$ cat src/rtl/instr_word_encoder.sv
// Instruction word encoder: assembles RV32I R/load/store/branch words from
// field inputs, queues them in a small FIFO, and streams each word out with a
// sequential byte address for the instruction-memory loader.
module instr_word_encoder #(
  parameter int DEPTH     = 4,
  parameter int ADDR_W    = 10,
  parameter int BASE_ADDR = 0
) (
  input  logic                             clk,
  input  logic                             reset,
  input  logic                             in_valid,
  output logic                             in_ready,
  input  logic [1:0]                       ins_type,
  input  logic [4:0]                       rd,
  input  logic [4:0]                       rs1,
  input  logic [4:0]                       rs2,
  input  logic [2:0]                       funct3,
  input  logic [6:0]                       funct7,
  input  logic [12:0]                      imm,
  input  logic                             err_clr,
  output logic                             out_valid,
  input  logic                             out_ready,
  output logic [31:0]                      out_instr,
  output logic [ADDR_W-1:0]                out_addr,
  output logic [$clog2(DEPTH+1)-1:0]       count,
  output logic                             err
);

  localparam int CW = $clog2(DEPTH+1);
  localparam int PW = $clog2(DEPTH);

  typedef enum logic [1:0] {
    T_R = 2'b00,
    T_L = 2'b01,
    T_S = 2'b10,
    T_B = 2'b11
  } ins_t;

  logic [31:0]   mem [DEPTH];
  logic [PW-1:0] wr_ptr, rd_ptr;
  logic [31:0]   word;
  logic          legal;
  logic          accept, push, pop;

  // Field packing and legality check for the selected instruction class
  always_comb begin
    word  = '0;
    legal = 1'b1;
    case (ins_t'(ins_type))
      T_R: word = {funct7, rs2, rs1, funct3, rd, 7'b0110011};
      T_L: begin
        word  = {imm[11:0], rs1, funct3, rd, 7'b0000011};
        legal = (imm[12] == imm[11]);
      end
      T_S: begin
        word  = {imm[11:5], rs2, rs1, funct3, imm[4:0], 7'b0100011};
        legal = (imm[12] == imm[11]);
      end
      T_B: begin
        word  = {imm[12], imm[10:5], rs2, rs1, funct3, imm[4:1], imm[11], 7'b1100011};
        legal = ~imm[0];
      end
      default: ;
    endcase
  end

  // in_ready depends only on occupancy, so a pop never admits a push when full
  assign in_ready  = (count != CW'(DEPTH));
  assign out_valid = (count != '0);
  assign out_instr = out_valid ? mem[rd_ptr] : '0;
  assign accept    = in_valid & in_ready;
  assign push      = accept & legal;
  assign pop       = out_valid & out_ready;

  // Storage array; contents are don't-care until the matching push
  always_ff @(posedge clk) begin
    if (push) mem[wr_ptr] <= word;
  end

  // Pointers, occupancy, head address and sticky error flag
  always_ff @(posedge clk or posedge reset) begin
    if (reset) begin
      wr_ptr   <= '0;
      rd_ptr   <= '0;
      count    <= '0;
      out_addr <= ADDR_W'(BASE_ADDR);
      err      <= 1'b0;
    end else begin
      if (push) wr_ptr <= wr_ptr + PW'(1);
      if (pop) begin
        rd_ptr   <= rd_ptr + PW'(1);
        out_addr <= out_addr + ADDR_W'(4);
      end
      case ({push, pop})
        2'b10:   count <= count + CW'(1);
        2'b01:   count <= count - CW'(1);
        default: ;
      endcase
      // a rejection in the same cycle as a clear wins, so nothing is lost
      if (accept && !legal) err <= 1'b1;
      else if (err_clr)     err <= 1'b0;
    end
  end

endmodule

$ cat config.mk
export PLATFORM = sky130hd
export DESIGN_NAME = instr_word_encoder
export DESIGN_NICKNAME = d
export VERILOG_FILES = /design/src/rtl/instr_word_encoder.sv
export SDC_FILE = /design/constraint.sdc
export NUM_CORES = 1
export LEC_CHECK = 0
export ABC_AREA = 1
export CAP_MARGIN = 40
export CORE_AREA = 2 2 168 120
export DETAILED_ROUTE_END_ITERATION = 6
export DIE_AREA = 0 0 170 122
export MAX_ROUTING_LAYER = met4
export PLACE_DENSITY = 0.49
export SYNTH_ARGS = -nofsm -noshare
export SYNTH_HDL_FRONTEND = slang
export SYNTH_SLANG_ARGS = --single-unit
$ cat constraint.sdc
create_clock -name clk -period 3.38 [get_ports clk]
set_input_delay 0.507 -clock clk [delete_from_list [all_inputs] [get_ports clk]]
set_output_delay 0.507 -clock clk [all_outputs]
set_load 0.05 [all_outputs]
After elaboration in Yosys (flattened, before gate mapping)
Memory sizes are Yosys's and may differ from the RTL's.
Index checks and enable logic that the tools add are counted.
{"block": "word_totals", "mem_count": 1, "ram_bits": 128, "latch_bits": 0, "ff_bits": 18, "inputBits": 45, "mem_bits_ro": 0, "word_cells": 37, "out_inout_bits": 48}
{"block": "op_classes", "shifts": 0, "n_reduce_logical": 7, "n_div": 0, "n_mux": 8, "n_lt_le_gt_ge": 0, "eq_ne": 7, "n_addsub": 5, "bitwise_logic": 4, "mul": 0}
{"name": "mem", "depth": 4, "width": 32, "rd": 1, "rd_clocked_by_memory_dff": 0, "wr": 1, "line": "39", "text": "logic [31:0] mem [DEPTH];"}
{"cell": "$pmux W32 S4", "count": 1}
{"cell": "$mux W32", "count": 1}
{"cell": "$add A10 B3 Y10 const B", "count": 1}
{"cell": "$eq A2 B2 Y1 const B", "count": 3}
{"cell": "$pmux W3 S2", "count": 1}
{"cell": "$add A2 B1 Y2 const B", "count": 2}
{"cell": "$eq A2 B1 Y1 const B", "count": 2}
{"cell": "$mux W1", "count": 4}
{"cell": "$reduce_bool A2 Y1", "count": 2}
{"cell": "$add A3 B1 Y3 const B", "count": 1}
{"cell": "$and A1 B1 Y1", "count": 3}
{"cell": "$ne A3 B3 Y1 const B", "count": 1}
{"cell": "$reduce_bool A3 Y1", "count": 1}
{"cell": "$sub A3 B1 Y3 const B", "count": 1}
{"cell": "$logic_not A2 Y1", "count": 1}
{"cell": "$pmux W1 S2", "count": 1}
{"cell": "$reduce_or A2 Y1", "count": 1}
{"cell": "$eq A1 B1 Y1", "count": 1}
{"cell": "$logic_and A1 B1 Y1", "count": 1}
{"cell": "$logic_not A1 Y1", "count": 1}
{"cell": "$not A1 Y1", "count": 1}

Depth between registers and ports, before layout
{"block": "logic_depth", "depth_word": 6, "depth_mapped": 11, "depth_no_buf": 11}

Least setup slack after synthesis
No wires, ideal clock.
{"block": "synth_path", "kind": "reg2reg", "startpoint": "register count[0]", "endpoint": "memory mem[0][10] (enable)", "t_required_ns": 2.967, "t_arrival_ns": 2.357, "setup_slack_ns": 0.610, "setup_time_ns": 0.413, "synth_period_minus_slack_ns": 2.770, "path_stages_with_launch": 5, "path_buffers": 0, "path_cell_list": "dfrtp_1 -> nor2_2 -> a21boi_2 -> nand2_1 -> nor2_1"}
{"block": "synth_via", "elab_chain_len": 5}
{"element": "start: declaration", "line": "25", "text": "output logic [$clog2(DEPTH+1)-1:0] count,"}
{"element": "start signal: assignment", "line": "95", "text": "2'b10: count <= count + CW'(1);"}
{"element": "start signal: assignment", "line": "96", "text": "2'b01: count <= count - CW'(1);"}
{"element": "$ne A3 B3 Y1", "line": "68", "text": "assign in_ready = (count != CW'(DEPTH));"}
{"element": "$and A1 B1 Y1", "line": "71", "text": "assign accept = in_valid & in_ready;"}
{"element": "$and A1 B1 Y1", "line": "72", "text": "assign push = accept & legal;"}
{"element": "$mux W1", "line": "77", "text": "if (push) mem[wr_ptr] <= word;"}
{"element": "$mux W1 (implied by the code)", "line": "77"}
{"element": "end: declaration", "line": "39"}
Every way passes these cells.

Worst setup path after layout
{"block": "layout_path", "startpoint": "register rd_ptr[0]", "endpoint": "output port out_instr[10]"}
{"block": "layout_via", "elab_chain_len": 2}
{"element": "start: declaration", "line": "40", "text": "logic [PW-1:0] wr_ptr, rd_ptr;"}
{"element": "start signal: assignment", "line": "91", "text": "rd_ptr <= rd_ptr + PW'(1);"}
{"element": "$mem_v2 Z4 W32"}
{"element": "$mux W32", "line": "70", "text": "assign out_instr = out_valid ? mem[rd_ptr] : '0;"}
{"element": "end: declaration", "line": "23", "text": "output logic [31:0] out_instr,"}
Every way passes these cells.

==> results_dict.tcl <==
set metrics [dict create \
    avgViaCountPerCell 4.497 \
    place_inst 847 \
    min_period_ps 2901 \
    synthTopCellsByCount "nor2_1 (126), edfxtp_1 (112), nand2_1 (60), o21ai_0 (43), inv_1 (33)" \
    tightest_slew_ps 836.1 \
    drc 0 \
    fin_tns_setup_ps 0 \
    cts_inserted_buffers 17 \
    cts_root_buf "clkbuf_16" \
    fp.coreArea_sq_mm 0.01937 \
    cp.arrival_ps 2390 \
    grt_pass1_wl_um 22430 \
    dr.pass1.iters 4 \
    clk_pin_slew_ps 60 \
    p_sw_mw 3.519 \
    p_comb_frac 0.520 \
    postSynthCellCount 528 \
    die_h_um 122 \
    hpwl_um 9124 \
    worstPathRequired_ps 2870 \
    vias 3953 \
    htree_levels 4 \
    synthTopCellsByArea "edfxtp_1 (59%), nor2_1 (8.4%), dfrtp_1 (7.1%), nand2_1 (4.0%), o21ai_0 (3.8%)" \
    synth_cell_types 29 \
    area_delta_synth_final_pct 34.65 \
    peakVddDrop_uv 532.6 \
    post_cts_resized 0 \
    holdBufCountCts 0 \
    worst-r2r-cell-count 10 \
    start_util 0.2923 \
    ioPinCount 93 \
    yosys_register_bits 128 \
    drt-total-wl_um 14140 \
    rows 43 \
    clock_latency_ps 410 \
    path_class "register to primary output" \
    post_synth.cell_area_avg_sq_um 10.72 \
    cp_max_fo 34 \
    ys.flop_type "edfxtp_1" \
    synth_top_area_frac 0.5940 \
    track_usage 0.1501 \
    port_buffers 88 \
    synth_top_area_cell "edfxtp_1" \
    total_leakage_power_nw 2.867 \
    ant_nets 0 \
    post-route-period-util 0.8583 \
    layout.cells.non_filler 879 \
    grt_max_degree 39 \
    clkPwrFrac 0.215 \
    insertedDiodeCount 0 \
    place.gp.congestion 0.7748 \
    outcome "finished, final reports clean" \
    antenna_found_initial 0 \
    synth_edf_count 112 \
    setup.worst_path.end_class "primary output" \
    synth.most_common_cell "nor2_1" \
    p_sw_frac 0.4340 \
    slew_headroom 0.4409 \
    drt_iter0_markers 230 \
    intPower_mw 4.589 \
    finalNetCount 677 \
    hold_viol 0 \
    critPathLaunchType "register" \
    drv_cap 0 \
    min_path_type "input pin to async pin" \
    grt_pass1_vias 3986 \
    fin_skew_ps 8.425 \
    synth-async-reset-ratio 0.1250 \
    die_width_um 170 \
    yosysWarnings 0 \
    grt-ovfl-total 0 \
    cts_tree "built" \
    max_freq_ghz 0.3447 \
    power_frac_seq 0.265 \
    powerDensity_mw_per_mm2 1064 \
    dieArea_sq_mm 0.02074 \
    drive_above_1_share 0.1313 \
    syn_area_sq_mm 0.005662 \
    clockBufferDepth 2 \
    yosysSeqAreaShare 0.6648 \
    drt-wirelength-per-cell_um 16.08 \
    drv_slew 0 \
    rsz0062_at_grt "false" \
    setup_viol 0 \
    cts_setup_buffers 0 \
    clock_sinks 128 \
]
[sequential cells by signal, summed over array words and instances (netlist names)]
signal / cells
err: 1
mem: 112
count: 3
wr_ptr: 2
rd_ptr: 2
out_addr: 8
[critical path, cell delays in order (launching register included)]
cell and delay, ps:
dfrtp_2 560, inv_2 500, buf_4 290, o21ai_0 110
a21oi_1 330, buf_12 190
[power by group through the flow]
stage / sequential, mW / clock, mW / combinational, mW
6_report: 2.15 / 1.74 / 4.22
5_1_grt: 2.18 / 1.85 / 4.51
4_1_cts: 2.16 / 1.78 / 4.28
3_5_place_dp: 2.18 / 0 / 4.26
3_3_place_gp: 2.18 / 0 / 4.25
2_1_floorplan: 2.30 / 0 / 2.30
[area by class of cell]
cell class | count | area (sq um)
timing repair buffer | 98 | 1236
tap | 247 | 309.0
clock inverter | 15 | 145.1
inverter | 36 | 135.1
multi-input combinational | 338 | 1608
sequential | 128 | 3765
fill | 1863 | 11750
clock buffer | 17 | 425.4
[routing by layer]
metal	vias to the layer above	part of all wire	track usage
met5	-	0	-
met4	0	0.013	0.05235
li1	1971	-	-
met1	1862	0.49	0.2044
met2	107	0.44	0.2222
met3	13	0.051	0.03281
[path summary, 6_finish.rpt]
kind                                      end  slack, ps      start
worst max-delay path            out_instr[10]        480  rd_ptr[0]
worst min-delay path                 count[0]        500      reset
worst max register to register       count[2]       1040   count[2]
worst min register to register            err        530        err
max in group asynchronous           rd_ptr[0]       2410      reset
min in group clk                          err        530        err
[per-stage QoR]
stage / util / area [sq um] / total power [mW] / hold WS (ps) / setup WS, ps
floorplan: - / 5673 / 4.598 / 420.7 / 609.7
global placement: 0.3641 / 7053 / 6.424 / 512.0 / 506.8
detailed placement: 0.3641 / 7053 / 6.444 / 521.4 / 387.8
CTS: 0.3936 / 7624 / 8.214 / 506.8 / 424.9
global route: 0.3936 / 7624 / 8.543 / 560.5 / 282.8
finish: 0.3936 / 7624 / 8.108 / 499.2 / 479.1
[cells by family after synthesis]
kind of cell / count (synthesis) / synth area share
AND/OR/NAND/NOR: 206 / 0.1423
adder cells (fa/ha/maj): 13 / 0.03005
buffers and inverters: 65 / 0.05503
XOR/XNOR: 4 / 0.006189
AO/OA/AOI/OAI: 111 / 0.1010
flip-flops: 128 / 0.6648
other: 1 / 0.0006623
[cell usage in the layout (no fill, tap or decap), types with 5 or more instances in the layout]
| master | instances |
|---|---|
| a21oi_1 | 32 |
| clkdlybuf4s50_1 | 60 |
| o21ai_1 | 29 |
| o22ai_1 | 5 |
| nand2_1 | 60 |
| inv_1 | 33 |
| nor2_1 | 122 |
| dfrtp_1 | 15 |
| nor2_2 | 5 |
| buf_4 | 10 |
| nand3_1 | 14 |
| clkbuf_16 | 17 |
| ha_1 | 12 |
| buf_12 | 28 |
| edfxtp_1 | 112 |
| inv_8 | 5 |
| o21ai_0 | 43 |
No activity file was read; power rests on OpenSTA's default activity.
